<file path="src/rtl/snn_pkg.sv">
// Shared types and constants for the SNN host-side image loader.
package snn_pkg;

   typedef enum logic [2:0] {
      LOAD,
      UNPACK,
      START,
      RUN,
      TX,
      TX_WAIT
   } loader_state_t;

   localparam int          NUM_PIX_DEF = 784;
   localparam logic [7:0]  ASCII_ZERO  = 8'h30;
   localparam int          PIX_W       = 10;
   localparam int          BYTE_BITS   = 8;

endpackage

</file>
<file path="src/rtl/snn_byte_unpack.sv">
// Serialises one received byte into eight pixel bits, LSB first, one bit per cycle.
module snn_byte_unpack
   import snn_pkg::*;
(
   input  logic                 clk,
   input  logic                 rst_n,
   input  logic                 i_load,
   input  logic [BYTE_BITS-1:0] i_data,
   output logic                 o_busy,
   output logic                 o_last,
   output logic                 o_bit
);

   logic [BYTE_BITS-1:0] r_shift;
   logic [2:0]           r_bit_cnt;
   logic                 r_busy;

   // NOTE: sequential state uses non-blocking assignments so every register samples pre-edge values.
   always_ff @(posedge clk or negedge rst_n) begin
      if (!rst_n) begin
         r_shift   <= '0;
         r_bit_cnt <= '0;
         r_busy    <= 1'b0;
      end else if (i_load) begin
         r_shift   <= i_data;
         r_bit_cnt <= '0;
         r_busy    <= 1'b1;
      end else if (r_busy) begin
         r_shift   <= {1'b0, r_shift[BYTE_BITS-1:1]};
         r_bit_cnt <= r_bit_cnt + 3'd1;
         if (r_bit_cnt == 3'd7) r_busy <= 1'b0;
      end
   end

   assign o_busy = r_busy;
   assign o_last = r_busy && (r_bit_cnt == 3'd7);
   assign o_bit  = r_shift[0];

endmodule

</file>
<file path="src/rtl/snn_img_loader.sv">
// Loads a packed 1-bit image into the input RAM, runs snn_core, returns the digit as ASCII.
// Optional inter-byte timeout enabled by defining LOADER_TIMEOUT_EN.
module snn_img_loader
   import snn_pkg::*;
#(
   parameter int         NUM_PIX    = NUM_PIX_DEF,
   parameter logic [7:0] ASCII_BASE = ASCII_ZERO
`ifdef LOADER_TIMEOUT_EN
   , parameter int       TIMEOUT_CYC = 5_000_000
`endif
) (
   input  logic             clk,
   input  logic             rst_n,
   input  logic             rx_rdy,
   input  logic [7:0]       rx_data,
   input  logic             tx_done,
   output logic             tx_start,
   output logic [7:0]       tx_data,
   input  logic [PIX_W-1:0] addr_core,
   input  logic             done_core,
   input  logic [3:0]       digit_core,
   output logic             start_core,
   output logic [PIX_W-1:0] ram_addr,
   output logic             ram_we,
   output logic             ram_data,
   output logic             overrun
);

   localparam logic [PIX_W-1:0] LAST_PIX  = PIX_W'(NUM_PIX - 1);
   localparam logic [PIX_W-1:0] NUM_PIX_L = PIX_W'(NUM_PIX);

   loader_state_t    r_state;
   logic [PIX_W-1:0] r_pix_cnt;
   logic             r_tx_start;
   logic [7:0]       r_tx_data;
   logic             r_start_core;
   logic             r_overrun;

   logic w_load;
   logic w_busy;
   logic w_last;
   logic w_bit;

`ifdef LOADER_TIMEOUT_EN
   localparam int IDLE_W = $clog2(TIMEOUT_CYC + 1);
   logic [IDLE_W-1:0] r_idle;
`endif

   assign w_load = (r_state == LOAD) && rx_rdy;

   snn_byte_unpack u_unpack (
      .clk    (clk),
      .rst_n  (rst_n),
      .i_load (w_load),
      .i_data (rx_data),
      .o_busy (w_busy),
      .o_last (w_last),
      .o_bit  (w_bit)
   );

   always_ff @(posedge clk or negedge rst_n) begin
      if (!rst_n) begin
         r_state      <= LOAD;
         r_pix_cnt    <= '0;
         r_tx_start   <= 1'b0;
         r_tx_data    <= '0;
         r_start_core <= 1'b0;
         r_overrun    <= 1'b0;
`ifdef LOADER_TIMEOUT_EN
         r_idle       <= '0;
`endif
      end else begin
         r_tx_start   <= 1'b0;
         r_start_core <= 1'b0;
         // Only LOAD accepts bytes; anything else is lost and flagged.
         if (rx_rdy && (r_state != LOAD)) r_overrun <= 1'b1;
`ifdef LOADER_TIMEOUT_EN
         r_idle <= '0;
`endif
         case (r_state)
            LOAD: begin
               if (rx_rdy) r_state <= UNPACK;
`ifdef LOADER_TIMEOUT_EN
               if (!rx_rdy && (r_pix_cnt != '0) && (r_pix_cnt < NUM_PIX_L)) begin
                  if (r_idle == IDLE_W'(TIMEOUT_CYC - 1)) begin
                     r_pix_cnt <= '0;
                  end else begin
                     r_idle <= r_idle + 1'b1;
                  end
               end
`endif
            end
            UNPACK: begin
               r_pix_cnt <= r_pix_cnt + 1'b1;
               if (w_last) begin
                  if (r_pix_cnt == LAST_PIX) begin
                     r_state      <= START;
                     r_start_core <= 1'b1;
                  end else begin
                     r_state <= LOAD;
                  end
               end
            end
            START: begin
               r_pix_cnt <= '0;
               r_state   <= RUN;
            end
            RUN: begin
               if (done_core) begin
                  r_tx_data  <= ASCII_BASE + {4'd0, digit_core};
                  r_tx_start <= 1'b1;
                  r_state    <= TX;
               end
            end
            TX:      r_state <= TX_WAIT;
            TX_WAIT: if (tx_done) r_state <= LOAD;
            default: r_state <= LOAD;
         endcase
      end
   end

   // NOTE: every always_comb output gets a default first so no latch is inferred.
   always_comb begin
      ram_addr = r_pix_cnt;
      ram_we   = 1'b0;
      ram_data = 1'b0;
      if (r_state == UNPACK) begin
         ram_we   = w_busy;
         ram_data = w_bit;
      end else if (r_state == RUN) begin
         ram_addr = addr_core;
      end
   end

   assign tx_start   = r_tx_start;
   assign tx_data    = r_tx_data;
   assign start_core = r_start_core;
   assign overrun    = r_overrun;

endmodule
</file>
<file path="config.mk">
export PLATFORM = sky130hd
export DESIGN_NAME = snn_img_loader
export DESIGN_NICKNAME = d
export VERILOG_FILES = /design/src/rtl/snn_pkg.sv /design/src/rtl/snn_byte_unpack.sv /design/src/rtl/snn_img_loader.sv
export SDC_FILE = /design/constraint.sdc
export NUM_CORES = 1
export LEC_CHECK = 0
export ABC_AREA = 1
export CAP_MARGIN = 25
export CORE_ASPECT_RATIO = 1.25
export CORE_MARGIN = 10
export CORE_UTILIZATION = 25
export DETAILED_ROUTE_END_ITERATION = 16
export GPL_TIMING_DRIVEN = 0
export HOLD_SLACK_MARGIN = 0.12
export REMOVE_ABC_BUFFERS = 1
export SLEW_MARGIN = 20
export SYNTH_ARGS = -nofsm -noshare
export SYNTH_HDL_FRONTEND = slang
export SYNTH_HIERARCHICAL = 1
export SYNTH_SLANG_ARGS = --single-unit
export TNS_END_PERCENT = 50
</file>
<file path="constraint.sdc">
create_clock -name clk -period 2.8 [get_ports clk]
set_input_delay 0.28 -clock clk [delete_from_list [all_inputs] [get_ports clk]]
set_output_delay 0.28 -clock clk [all_outputs]
set_load 0.02 [all_outputs]
</file>
==> results.md, run 1 <==
* Final Slew Violations at 0
* Routed WL at approximately 4.5 mm
* CP max FO at 21
* GRT Residual Overflow at 0
* Cell taking the most area after synthesis: dfrtp_1
* CTS tree: built
* Mean Syn Cell Area at between 7 and 8 um2
* Post-CTS resize count at 0
* Worst setup EP type: primary output
* CTS H-tree lvls at 2
* Initial Util at roughly 26%
* Yosys reg bits at 33
* Worst path most repeated cell: inv_2
* Leakage power at around 1.2 nW
* CTS max path bufs at 2
* FF-to-FF Start: r_state[1]
* Fill cells at roughly 740
* First-pass GRT wire length at roughly 7.6 mm
* PD cells at around 760 mW/mm2
* Async set-reset flop share out of synthesis at 100%
* Top delay family on crit path: buffers and inverters
* Top Ports at 50
* Core Area at about 0.0070 mm2
* DR vias at around 1600
* Non-filler instance count after layout at between 300 and 400
* Setup-failing EPs final at 0
* Synth cell types at 23
* Antenna violations before repair at 0
* Max-cap viol count at 0
* Via density at 4.29
* Number of synthesized flops with an enable pin at 0
* Worst setup path startpoint: r_state[2]
* Top-count cell post-synth: nand2_1
* Hold Fails Final Rpt at 0
* Gr usage total at 8.65%
* Worst Max-Slew Pin Slew at 771 ps
* GR Util met1 at around 9.8%
* RSZ-0062 raised after global routing: no
* Die area at 0.0111 mm2
* Clock Tree Root: clkbuf_8
* Area Growth Syn to Fin at 35.6%
* Levels on crit path at 6
* Maximum vdd drop at about 280 uV
* Worst reg2reg path depth at 6
* # rows at 34
* Period utilisation layout at between 80% and 90%
* Final routed DRC violation total at 0
* Post-route minimum period at ~2400 ps
* Clk sinks at 33
* CP Buf/Inv Count at 3
* TritonRoute pass-1 iters at 4
* Placed insts at ~370
* Top cells by area, synth: dfrtp_1, nand2_1, nand3_1
* DP HPWL at roughly 3.5 mm
* Final instance area at between 0.002 and 0.0025 mm2
* Routed len/inst at 11.7 um
* Reg2Reg Capture Point: u_unpack/r_shift[6]
* Clock latency on the worst-skew pair at approximately 280 ps
* F_max at ~0.42 GHz
* Seq/Total Area, Yosys at between 40 and 50%
* Port bufs at 47
* Post-Route Setup TNS at 0 ps
* Max stage delay on crit path at between 600 and 700 ps
* Largest net degree at the start of global routing at 27
* Worst setup SP type: register
* Critical path's slowest cell: clkdlybuf4s50_1
* Fin nets at about 320
* WP data required at roughly 2500 ps
* Post-synth top flop: dfrtp_1
* Cts bufs inserted at 5
* Ant. Diodes at 0
* Most used routing layer: met2
* Met2 GRT Util at around 14%
* Synth top area share at 45.4%
* Die Ht at 115 um
* Slew margin rel. at 48.3%
* Crit-path cells: inv_2 -> nand3_2 -> inv_2 -> nand2_1 -> o21ai_0 -> clkdlybuf4s50_1
* Die Wd at a little under 100 um
* Top cells by count, synth: nand2_1, dfrtp_1, inv_1
* Share of layout cells above drive strength 1 at under 10%
* Clk slew on worst S/H paths at approximately 70 ps
* Dpl cell area at between 0.002 and 0.0025 mm2
* Routed Antenna Nets at 0
* Syn Std Cell Area at ~0.0018 mm2
* Vias in the first global route at around 1600
* Detailed router's first-iteration violation count at 60
* GR Layer Usage met3 at ~2.7%
* Worst Hold Class: in2async
* Cells after synthesis at 243
* Final Wtd Congestion at approximately 0.82
* Worst reg-to-reg setup slack at between 900 and 1000 ps
* Layout Skew at ~8.3 ps
* Status: complete, no violations
* CP arrival at ~2100 ps
* Crit Path Category: reg2out
* Synth warn at 6
stage by stage:
step                      power, W  util (%)  hold slack [ps]  worst slack (ps)
after detailed placement   0.00143      33.3              154               688
final                      0.00188      35.1              389               418
after global placement     0.00141      33.0              458               265
after floorplan            0.00114         -            -15.6               981
after CTS                  0.00191      35.1              403               370
after global routing       0.00204      35.1              436               270
state kept, by name (all words and copies together) (netlist names):
signal and cells:
u_unpack/o_busy 1, tx_data 5, u_unpack/r_shift 8, r_pix_cnt 10
tx_start 1, r_state 3, u_unpack/r_bit_cnt 3, overrun 1
start_core 1
layout make-up:
cell class                      instances  area (um2)  area share [%]
Clock buffer                            7        86.3            3.50
Tap cell                               90         113            4.57
Multi-Input combinational cell        173         806            32.7
Timing Repair Buffer                   49         495            20.1
Clock inverter                          1        30.0            1.22
Sequential cell                        33         826            33.5
Inverter                               29         109            4.42
cell families after synthesis:
logic type / share of synthesized area, %
buffers and inverters: 10.7
adders and majority gates: 2.06
and+or+nand+nor: 35.1
other: 0.206
AOI/OAI and AO/OA: 6.47
DFF: 45.4
where the power goes:
group          switching (W)  total, W  internal, W  leakage [nW]
logic               0.000408  0.000698     0.000289         0.736
clock network       0.000174  0.000464     0.000290        0.0585
registers           0.000116  0.000717     0.000601         0.423
total               0.000698   0.00188      0.00118          1.22
worst reg2reg max path, delay by kind of cell (launching register included):
kind,cells,cell delay (ps)
buffers and inverters,2,400
AND/OR/NAND/NOR,4,930
flip-flops,1,410
how the worst max path moves through the flow:
stage,end
final,ram_addr[3]
after global routing,ram_addr[3]
after CTS,ram_addr[3]
after detailed placement,ram_addr[3]
after global placement,u_unpack/r_shift[6]
after floorplan,u_unpack/r_shift[0]
layout by cell type (no fill, tap or decap):
cell	instances
nand4_1	6
or2_1	1
nor2_4	2
nor3_2	1
dfrtp_1	33
o21ai_0	18
nor2_1	16
or3_1	1
inv_1	24
nand2_4	1
buf_2	1
conb_1	2
a21oi_1	4
clkdlybuf4s50_1	46
o21bai_1	1
clkbuf_8	6
nand3_1	23
nand3_2	3
bufinv_16	1
ha_1	3
nand2_1	90
dlygate4sd3_1	1
inv_2	5
nor2_2	1
buf_12	1
clkbuf_1	1
per-layer routing:
layer,vias to the layer above,wire (um)
met1,742,1830
met5,-,0
met2,35,2220
met3,7,355
met4,0,66
li1,856,-
what timing repair did:
| item | in CTS | in global routing |
|---|---|---|
| setup buffers | 0 | 0 |
| endpoints found under the hold margin | 33 | 0 |
| hold buffers | 1 | 0 |
(Power assumes the default switching activity.)
==> run 2, diff against run 1 <==
--- a/config.mk
+++ b/config.mk
@@ -6,7 +6,7 @@
 export NUM_CORES = 1
 export LEC_CHECK = 0
 export ABC_AREA = 1
-export CAP_MARGIN = 25
+export CAP_MARGIN = 20
 export CORE_ASPECT_RATIO = 1.25
 export CORE_MARGIN = 10
 export CORE_UTILIZATION = 25
@@ -19,4 +19,3 @@
 export SYNTH_HDL_FRONTEND = slang
 export SYNTH_HIERARCHICAL = 1
 export SYNTH_SLANG_ARGS = --single-unit
-export TNS_END_PERCENT = 50
==> results of run 2 <==
Same layout as run 1: the final DEF is identical, and so are final timing and power.
